**src/rtl/pmu_wkup_filter_if.sv**
```systemverilog
// pmu_wkup_filter_if: event/config inputs, pending bits and req/ack wake-up handshake
interface pmu_wkup_filter_if #(
  parameter int W = 4,
  parameter int FILT_W = 4
);
  logic [W-1:0] i_evt, i_mask, i_clr, o_pend;
  logic [FILT_W-1:0] i_filt_cyc;
  logic i_wkup_ack, o_wkup_req;
  modport master (output i_evt, i_mask, i_filt_cyc, i_clr, i_wkup_ack, input o_pend, o_wkup_req);
  modport slave (input i_evt, i_mask, i_filt_cyc, i_clr, i_wkup_ack, output o_pend, o_wkup_req);
endinterface

```
**src/rtl/pmu_wkup_filter.sv**
```systemverilog
// pmu_wkup_filter: glitch filter, sticky pending and req/ack wake-up; PMU_WKUP_FILT_EN enables per-bit stability counters
module pmu_wkup_filter #(
  parameter int W = 4,
  parameter int FILT_W = 4,
  parameter int DEFVAL = 0
) (
  input logic i_oclk,
  input logic i_orstn,
  pmu_wkup_filter_if.slave bus
);
  typedef enum logic [1:0] {IDLE = 2'd0, REQ = 2'd1, ACKED = 2'd2} state_t;
  localparam logic [W-1:0] FLT_RST = (DEFVAL != 0) ? '1 : '0;
  logic [W-1:0] flt, flt_d, pend, rise;
  state_t state_q, state_d;
`ifdef PMU_WKUP_FILT_EN
  logic [W-1:0][FILT_W-1:0] cnt;
  // any return to agreement restarts the count, so short glitches never reach flt
  always_ff @(posedge i_oclk or negedge i_orstn)
    if (!i_orstn) begin
      flt <= FLT_RST;
      cnt <= '0;
    end else begin
      for (int i = 0; i < W; i++)
        if (bus.i_evt[i] == flt[i]) cnt[i] <= '0;
        else if (cnt[i] == bus.i_filt_cyc) begin
          flt[i] <= bus.i_evt[i];
          cnt[i] <= '0;
        end else cnt[i] <= cnt[i] + FILT_W'(1);
    end
`else
  logic unused_filt;
  assign unused_filt = ^bus.i_filt_cyc;
  always_ff @(posedge i_oclk or negedge i_orstn)
    if (!i_orstn) flt <= FLT_RST;
    else flt <= bus.i_evt;
`endif
  assign rise = flt & ~flt_d & bus.i_mask;
  always_ff @(posedge i_oclk or negedge i_orstn)
    if (!i_orstn) begin
      flt_d <= FLT_RST;
      pend <= '0;
      state_q <= IDLE;
    end else begin
      flt_d <= flt;
      pend <= (pend & ~bus.i_clr) | rise;
      state_q <= state_d;
    end
  always_comb begin
    state_d = IDLE;
    if (state_q == IDLE) state_d = |pend ? REQ : IDLE;
    else if (state_q == REQ) state_d = bus.i_wkup_ack ? ACKED : REQ;
    else if (state_q == ACKED) state_d = bus.i_wkup_ack ? ACKED : IDLE;
  end
  assign bus.o_pend = pend;
  assign bus.o_wkup_req = state_q == REQ;
endmodule
```
**src/flat_wrapper.sv**
```systemverilog
// flat-port wrapper written by rule: the top's interface ports become plain ports
module pmu_wkup_filter_flat 
#(
  parameter int W = 4,
  parameter int FILT_W = 4,
  parameter int DEFVAL = 0
)
  (i_oclk, i_orstn, bus_i_evt, bus_i_mask, bus_i_filt_cyc, bus_i_clr, bus_i_wkup_ack, bus_o_pend, bus_o_wkup_req);
  pmu_wkup_filter_if #(.W(W), .FILT_W(FILT_W)) bus_i ();
  input logic i_oclk;
  input logic i_orstn;
  input wire logic [$bits(bus_i.i_evt)-1:0] bus_i_evt;
  input wire logic [$bits(bus_i.i_mask)-1:0] bus_i_mask;
  input wire logic [$bits(bus_i.i_filt_cyc)-1:0] bus_i_filt_cyc;
  input wire logic [$bits(bus_i.i_clr)-1:0] bus_i_clr;
  input wire logic [$bits(bus_i.i_wkup_ack)-1:0] bus_i_wkup_ack;
  output wire logic [$bits(bus_i.o_pend)-1:0] bus_o_pend;
  output wire logic [$bits(bus_i.o_wkup_req)-1:0] bus_o_wkup_req;
  assign bus_i.i_evt = bus_i_evt;
  assign bus_i.i_mask = bus_i_mask;
  assign bus_i.i_filt_cyc = bus_i_filt_cyc;
  assign bus_i.i_clr = bus_i_clr;
  assign bus_i.i_wkup_ack = bus_i_wkup_ack;
  assign bus_o_pend = bus_i.o_pend;
  assign bus_o_wkup_req = bus_i.o_wkup_req;
  pmu_wkup_filter #(.W(W), .FILT_W(FILT_W), .DEFVAL(DEFVAL)) u_core (.i_oclk(i_oclk), .i_orstn(i_orstn), .bus(bus_i));
endmodule
```
**config.mk**
```make
export PLATFORM = sky130hd
export DESIGN_NAME = pmu_wkup_filter_flat
export DESIGN_NICKNAME = d
export VERILOG_FILES = /design/src/rtl/pmu_wkup_filter_if.sv /design/src/rtl/pmu_wkup_filter.sv /design/src/flat_wrapper.sv
export SDC_FILE = /design/constraint.sdc
export NUM_CORES = 1
export LEC_CHECK = 0
export ABC_AREA = 1
export BUFFER_PORTS_ARGS = -buffer_cell sky130_fd_sc_hd__clkbuf_2
export CAP_MARGIN = 0
export CORE_AREA = 2 2 39 41
export DETAILED_ROUTE_END_ITERATION = 8
export DIE_AREA = 0 0 41 43
export PLACE_DENSITY_LB_ADDON = 0.08
export SKIP_CTS_REPAIR_TIMING = 1
export SLEW_MARGIN = 15
export SYNTH_ARGS = -nofsm -noshare
export SYNTH_HDL_FRONTEND = slang
export SYNTH_SLANG_ARGS = --single-unit
export TNS_END_PERCENT = 100
```
**constraint.sdc**
```tcl
create_clock -name i_oclk -period 1.21 [get_ports i_oclk]
set_input_delay 0.242 -clock i_oclk [delete_from_list [all_inputs] [get_ports i_oclk]]
set_output_delay 0.242 -clock i_oclk [all_outputs]
set_load 0.03 [all_outputs]
```
==> reports/summary.txt, run 1 <==
Max Cap Viol: 0
warning count from the yosys run: 0
CTS sink count: 14
Fillers: 143
Slew Limit Fails: 0
status: finished with violations
Slew HR: 77.6%
Required @ worst endpoint: 0.97 ns
gpl congestion: 0.581
Residual DRC: 0
Setup crit end kind: output port
CORE AREA: 1380 sq um
layout cells sized above 1: 38.1%
Min-Delay Endpoint: u_core.flt[2]
RSZ-0062 raised after global routing: yes
CTS root buf: clkbuf_4
Post-DP HPWL: 583 um
DRT iter0 DRCs: 2
Final setup viols: 1
CTS max path bufs: 2
PwrDens: 1750 nW/um^2
Hold Path Origin: bus_i_evt[2]
Setup WS post-layout: -0.000522 ns
GRT Total Usage: 10.2%
Worst Hold Class: input pin to register
Post-DRT Antenna Nets: 0
Fin Clk Skew: 0.00665 ns
Fin. Hold Viols: 0
pin count of the biggest net entering global routing: 15
Avg Synthesized Cell Area: 12.0 sq um
Clock Latency Late Sink: 0.28 ns
slowest stage delay, CP: 0.37 ns
Hold Path Cell Cnt: 1
Starting Density: 33.7%
Final period util: 100%
Synth cell types: 7
commonest non-fill, non-tap cell in the layout: clkbuf_2
Num CTS Buffers: 3
failing checks: negative setup slack
Synthesized Nets: 58
drt pass-1 iters: 3
Vias/cell: 4.19
CP Class: register to output port
io pins: 24
die footprint: 1760 sq um
Max Clock Freq: 826 MHz
Design Area, Final: 634 sq um
global-route wire length before repair: 1.10 mm
Nets: 83
Worst R2R End: u_core.state_q[0]
CTS tree: built
Overflow after GRT: 0
die width: 41 um
Synth Cell Area: 467 sq um
die height: 43 um
R2R depth: 4
clock edge transition at the registers on the reported setup and hold paths: 0.08 ns
Final min period: 1.21 ns
routed wire length: 778 um
sequential fraction of the synthesis area: 75.1%
vias: 331
routed len/inst: 9.85 um
flop-to-flop setup slack: 0.46 ns
Crit path arrival time: 0.97 ns
crit-path max FO: 3
RR Startpoint: u_core.bus.o_pend[0]
H-Tree Depth: 1
Worst Tran Pin Value: 0.336 ns
Max stage delay cell, worst path: dfrtp_1
type of origin of the critical path: register
fin util: 45.8%
synthesized instance count: 39
DP Area: 582 sq um
area grow syn2layout: 35.9%
Peak VDD IR: 0.000656 V
Seq cells post-synth: 14
cell-by-cell trace of the critical path: inv_1, nor2_2, buf_6
row count: 14
Leakage: 0.335 nW
commonest cells after routing, fill and taps aside: clkbuf_2 (18), dfrtp_1 (14), inv_1 (6), nand2_1 (6)
Final Power: 1.11 mW
initial antenna violation count: 0
Port Buffers: 19
n_diodes: 0
vias in the first global route: 285
[kinds of logic (layout without fill, tap and decap cells)]
| group | count (synthesis) | in the layout | share of synthesized area [%] |
|---|---|---|---|
| flops | 14 | 14 | 75.1 |
| simple gates | 15 | 15 | 15.8 |
| compound gates | 4 | 4 | 4.29 |
| buf+inv | 6 | 30 | 4.83 |
[worst max-delay path by stage]
| stage | from | end | slack [ns] |
|---|---|---|---|
| floorplan | u_core.state_q[1] | bus_o_wkup_req | 0.28 |
| global placement | u_core.state_q[1] | bus_o_wkup_req | 0.26 |
| detailed placement | u_core.state_q[1] | bus_o_wkup_req | 0.25 |
| CTS | u_core.state_q[1] | bus_o_wkup_req | -0.06 |
| global route | u_core.state_q[0] | bus_o_wkup_req | -0.06 |
| finish | u_core.state_q[0] | bus_o_wkup_req | -0.0005 |
[cells in the mapped netlist]
library cell / n / area (sq um)
nand3b_1: 4 / 30.0
nand2_1: 6 / 22.5
nor2_1: 4 / 15.0
inv_1: 6 / 22.5
o21ai_0: 4 / 20.0
dfrtp_1: 14 / 350
nor2_2: 1 / 6.26
[flip-flops by register name, indices dropped and copies added, names as in the netlist]
register / flops
u_core.state_q: 2
u_core.flt_d: 4
u_core.flt: 4
u_core.bus.o_pend: 4
[cell type report]
class | instances | area (sq um) | share of cell area (%)
Inverter | 6 | 22.5 | 3.55
Sequential cell | 14 | 350 | 55.2
Timing Repair Buffer | 20 | 111 | 17.6
Clock buffer | 4 | 36.3 | 5.72
Tap cell | 16 | 20.0 | 3.16
Multi-Input combinational cell | 19 | 93.8 | 14.8
[metal layers]
layer | part of all wire [%] | track usage (%)
met1 | 49 | 13.5
met2 | 43 | 12.2
met3 | 8.0 | 3.14
met4 | 0.51 | 10.0
met5 | 0 | 0
[metrics by stage]
stage | cells | TNS, ns | hold WS, ns | setup WS, ns
after floorplan | 39 | 0 | -0.0536 | 0.277
final | 79 | -0.000522 | 0.0625 | -0.000522
after global routing | 79 | -0.0603 | 0.0524 | -0.0603
after detailed placement | 74 | 0 | 0.157 | 0.254
after global placement | 74 | 0 | 0.163 | 0.260
after CTS | 78 | -0.0607 | -0.148 | -0.0607
[critical path, delay by kind of cell (launching register included)]
| kind | cells | cell delay, ns |
|---|---|---|
| flops | 1 | 0.37 |
| simple gates | 1 | 0.13 |
| buf+inv | 2 | 0.19 |
[power breakdown]
group	switching [mW]	total, mW	leakage, nW	internal [mW]
sequential	0.0358	0.556	0.170	0.520
combinational	0.135	0.229	0.143	0.0942
clock	0.145	0.327	0.0210	0.183
(Power assumes the default switching activity.)
==> inputs of run 2 (changes only) <==
--- a/config.mk
+++ b/config.mk
@@ -5,7 +5,7 @@
 export SDC_FILE = /design/constraint.sdc
 export NUM_CORES = 1
 export LEC_CHECK = 0
-export ABC_AREA = 1
+export ABC_AREA = 0
 export BUFFER_PORTS_ARGS = -buffer_cell sky130_fd_sc_hd__clkbuf_2
 export CAP_MARGIN = 0
 export CORE_AREA = 2 2 39 41
==> run 2 against run 1 <==
The run now ends clean; register-to-register slack got worse by 0.19 ns; combinational power increased by 4%; clock power decreased by 2%; sequential power increased by 2%; cell count decreased by 10%; critical path depth decreased by 1; total power increased by 1.1%; global-route usage increased by 0.47 points; final area decreased by 2.6%; critical path type unchanged; critical endpoint unchanged; largest power group unchanged.
==> reports/summary.txt, run 2 <==
Fillers: 136
placed cells: 66
Synth area leaders: dfrtp_1 (79%), o22ai_1 (4.2%), inv_1 (3.4%)
flop-to-flop setup slack: 0.27 ns
Async SR Flop Fraction: 100%
initial antenna violation count: 0
Top FF cell, synth: dfrtp_1
Leakage: 0.316 nW
Setup WS post-layout: 0.00561 ns
Post-DRT Antenna Nets: 0
Final period util: 99.5%
CP Class: register to output port
Fin Clk Skew: 0.00405 ns
routed wire length: 726 um
Port Buffers: 19
Num CTS Buffers: 3
Max stage delay cell, worst path: dfrtp_1
Min-Delay Endpoint: u_core.flt[0]
Hold Path Origin: bus_i_evt[0]
Slew Limit Fails: 0
Fin. Hold Viols: 0
Max Cap Viol: 0
H-Tree Depth: 1
largest area contributor in the netlist: dfrtp_1
Crit path arrival time: 0.96 ns
die footprint: 1760 sq um
Synth cell types: 11
area taken by multi-input logic gates: 85.1 sq um
Clock Latency Late Sink: 0.27 ns
drt pass-1 iters: 2
n_diodes: 0
Design Area, Final: 618 sq um
status: completed
routed len/inst: 10.2 um
row count: 14
most used standard cell by instance count after synthesis: dfrtp_1
Hold Path Cell Cnt: 1
type of origin of the critical path: register
Synthesized Nets: 50
Required @ worst endpoint: 0.97 ns
Vias/cell: 4.38
RR Startpoint: u_core.bus.o_pend[1]
Final min period: 1.20 ns
Setup crit end kind: output port
synthesized instance count: 31
CTS sink count: 14
Max Clock Freq: 830 MHz
layout cells sized above 1: 43.6%
CTS tree: built
vias in the first global route: 330
commonest non-fill, non-tap cell in the layout: clkbuf_2
clock edge transition at the registers on the reported setup and hold paths: 0.08 ns
warning count from the yosys run: 0
Avg Synthesized Cell Area: 14.4 sq um
Post-DP HPWL: 601 um
Slew HR: 77.8%
io pins: 24
area grow syn2layout: 38.8%
die height: 43 um
Final setup viols: 0
gpl congestion: 0.577
RSZ-0062 raised after global routing: yes
CORE AREA: 1380 sq um
global-route wire length before repair: 1.23 mm
Synth Cell Area: 445 sq um
GRT Total Usage: 10.6%
Starting Density: 32.2%
pin count of the biggest net entering global routing: 15
Post-synth EDFFs: 0
vias: 311
DP Area: 561 sq um
synth cell count leaders: dfrtp_1 (14), inv_1 (4), nand2_1 (3), o22ai_1 (3)
CTS max path bufs: 2
R2R depth: 2
CTS root buf: clkbuf_4
commonest cells after routing, fill and taps aside: clkbuf_2 (18), dfrtp_1 (14), inv_1 (4)
Worst Tran Pin Value: 0.332 ns
Residual DRC: 0
post-synth top area share: 78.7%
crit-path max FO: 4
DRT iter0 DRCs: 1
cell-by-cell trace of the critical path: nor2b_4, buf_6
sequential fraction of the synthesis area: 78.7%
Reg area: 350 sq um
Worst R2R End: u_core.state_q[0]
PwrDens: 1820 nW/um^2
Nets: 75
Worst setup startpoint: u_core.state_q[0]
die width: 41 um
Overflow after GRT: 0
Final Power: 1.12 mW
pre-CTS setup slack: 0.220 ns
slowest stage delay, CP: 0.39 ns
Worst Hold Class: input pin to register
post-route non-filler standard cell count: 71
Peak VDD IR: 0.000737 V
Seq cells post-synth: 14
## run 2: changes by cell type after synthesis, sizes merged, moves of 2 or more
cell / previous run / this run
nand3b: 4 / 1
inv: 6 / 4
o21ai: 4 / 1
nor2b: 0 / 2
nor2: 5 / 0
o22ai: 0 / 3
nand2: 6 / 3
## run 2: cell type report
cell class	count	area share (%)
Inverter	4	2.43
Tap cell	16	3.24
Sequential cell	14	56.7
Multi-Input combinational cell	13	13.8
Timing Repair Buffer	20	18.0
Clock buffer	4	5.87
## run 2: worst max path at each step
stage / endpoint / slack [ns]
after global routing: bus_o_wkup_req / -0.05
after global placement: bus_o_wkup_req / 0.25
after floorplan: u_core.state_q[0] / 0.20
after detailed placement: bus_o_wkup_req / 0.22
after CTS: bus_o_wkup_req / -0.09
final: bus_o_wkup_req / 0.006
## run 2: power by group
group / switching (mW) / internal (mW)
logic: 0.118 / 0.121
clock network: 0.138 / 0.183
registers: 0.0444 / 0.521
## run 2: critical path: cells and delay by family (launching register included)
family	cells	cell delay (ns)
buf+inv	1	0.13
simple gates	1	0.17
flops	1	0.39
## run 2: cells by family (layout without fill, tap and decap cells)
| family | Yosys count | after routing | synth area share [%] |
|---|---|---|---|
| simple gates | 7 | 7 | 8.99 |
| compound gates | 6 | 6 | 8.99 |
| buf+inv | 4 | 28 | 3.37 |
| flops | 14 | 14 | 78.7 |
## run 2: routing by layer
| metal | GRT usage, % | routed length [um] | up-vias |
|---|---|---|---|
| li1 | - | - | 152 |
| met1 | 13.7 | 299 | 145 |
| met2 | 14.4 | 348 | 14 |
| met3 | 3.14 | 78 | 0 |
| met4 | 8.00 | 0 | 0 |
| met5 | 0 | 0 | - |
## run 2: through the flow
| step | utilization [%] | setup TNS, ns | hold slack [ns] |
|---|---|---|---|
| after floorplan | - | 0 | -0.0536 |
| after global placement | 40.5 | 0 | 0.148 |
| after detailed placement | 40.5 | 0 | 0.162 |
| after CTS | 43.1 | -0.0897 | -0.144 |
| after global routing | 44.7 | -0.0518 | 0.0562 |
| final | 44.7 | 0 | 0.0697 |
==> inputs of run 3 (changes only) <==
--- a/config.mk
+++ b/config.mk
@@ -6,11 +6,11 @@
 export NUM_CORES = 1
 export LEC_CHECK = 0
 export ABC_AREA = 0
-export BUFFER_PORTS_ARGS = -buffer_cell sky130_fd_sc_hd__clkbuf_2
 export CAP_MARGIN = 0
 export CORE_AREA = 2 2 39 41
 export DETAILED_ROUTE_END_ITERATION = 8
 export DIE_AREA = 0 0 41 43
+export DONT_BUFFER_PORTS = 1
 export PLACE_DENSITY_LB_ADDON = 0.08
 export SKIP_CTS_REPAIR_TIMING = 1
 export SLEW_MARGIN = 15
==> run 3 against run 2 <==
Via count down 13%; total power down 11%; final area down 7.3%; clock skew down 0.0034 ns; largest cell class unchanged; largest power group unchanged.
==> reports/summary.txt, run 3 (same netlist as run 2, synthesis figures left out) <==
row count: 14
Setup crit end kind: output port
io pins: 24
CP bufs+invs: 0
CTS sink count: 14
Num CTS Buffers: 3
Post-DP HPWL: 558 um
Max Clock Freq: 850 MHz
Fillers: 138
DRT iter0 DRCs: 1
Slew Limit Fails: 0
layout cells sized above 1: 18.6%
commonest cells after routing, fill and taps aside: dfrtp_1 (14), dlygate4sd3_1 (5), inv_1 (4), buf_4 (4)
Clock Latency Late Sink: 0.26 ns
type of origin of the critical path: register
clock edge transition at the registers on the reported setup and hold paths: 0.07 ns
Required @ worst endpoint: 0.97 ns
Final period util: 97.2%
initial antenna violation count: 0
Post-DRT Antenna Nets: 0
Fin. Hold Viols: 0
Max Cap Viol: 0
Final setup viols: 0
H-Tree Depth: 1
vias in the first global route: 258
global-route wire length before repair: 1.06 mm
status: completed
Nets: 64
Max stage delay cell, worst path: dfrtp_1
vias: 271
Vias/cell: 4.59
PwrDens: 1750 nW/um^2
Residual DRC: 0
die width: 41 um
CTS max path bufs: 2
post-route non-filler standard cell count: 59
Overflow after GRT: 0
Fin Clk Skew: 0.000628 ns
n_diodes: 0
die footprint: 1760 sq um
CORE AREA: 1380 sq um
RSZ-0062 raised after global routing: yes
placed cells: 51
Design Area, Final: 573 sq um
Port Buffers: 0
pin count of the biggest net entering global routing: 15
gpl congestion: 0.565
drt pass-1 iters: 2
Peak VDD IR: 0.000762 V
die height: 43 um
Crit path arrival time: 0.93 ns
Slew HR: 60.0%
DP Area: 495 sq um
Worst Hold Class: input pin to register
area grow syn2layout: 28.7%
CP Class: register to output port
routed wire length: 714 um
commonest non-fill, non-tap cell in the layout: dfrtp_1
crit-path max FO: 4
Starting Density: 32.2%
Worst Tran Pin Value: 0.598 ns
CTS root buf: clkbuf_4
routed len/inst: 12.1 um
Top Family by Delay on Critical Path: flip-flops
GRT Total Usage: 9.04%
slowest stage delay, CP: 0.39 ns
Leakage: 0.264 nW
cell-by-cell trace of the critical path: nor2b_4
CTS tree: built
flop-to-flop setup slack: 0.30 ns
Final min period: 1.18 ns
run 3: changes by cell type in the layout (fill, tap and decap cells not counted), sizes merged:
| cell | change |
|---|---|
| buf | +3 |
| clkbuf | -19 |
| dlygate4sd3 | +4 |
run 3: final cells by class:
type	count	area (sq um)	area share, %
Timing Repair Buffer	9	80.1	14.0
Inverter	4	15.0	2.62
Sequential cell	14	350	61.1
Multi-Input combinational cell	13	85.1	14.8
Tap cell	16	20.0	3.49
Clock buffer	3	22.5	3.93
run 3: report_power, final:
group	internal, mW	total (mW)	switching, mW	leakage [nW]
Combinational	0.0858	0.195	0.109	0.0807
Clock	0.115	0.243	0.128	0.0138
Sequential	0.521	0.564	0.0426	0.170
Total	0.722	1.00	0.280	0.264
run 3: metal layers:
metal / wire [um] / vias up / global-route usage, %
li1: - / 128 / -
met4: 0 / 0 / 6.00
met1: 275 / 129 / 11.8
met3: 95 / 0 / 5.24
met2: 343 / 14 / 10.9
met5: 0 / - / 0
run 3: final timing paths:
path,from,end,cells after the start
setup reg to reg,u_core.bus.o_pend[1],u_core.state_q[0],2
hold / removal,bus_i_clr[2],u_core.bus.o_pend[2],1
min in group asynchronous,i_orstn,u_core.state_q[0],1
setup / recovery,u_core.state_q[0],bus_o_wkup_req,1
max in group asynchronous,i_orstn,u_core.bus.o_pend[1],1
hold reg to reg,u_core.flt[1],u_core.flt_d[1],0
run 3: through the flow:
stage               hold slack [ns]  util [%]  setup TNS, ns  setup slack [ns]  power [mW]
global placement            -0.0532      35.8              0             0.233       0.725
finish                       0.0459      41.4              0            0.0336        1.00
detailed placement          -0.0531      35.8              0             0.211       0.732
CTS                          -0.347      37.4        -0.0750           -0.0750       0.975
floorplan                   -0.0536         -              0             0.204       0.694
global route                 0.0331      41.4        -0.0190           -0.0190        1.06
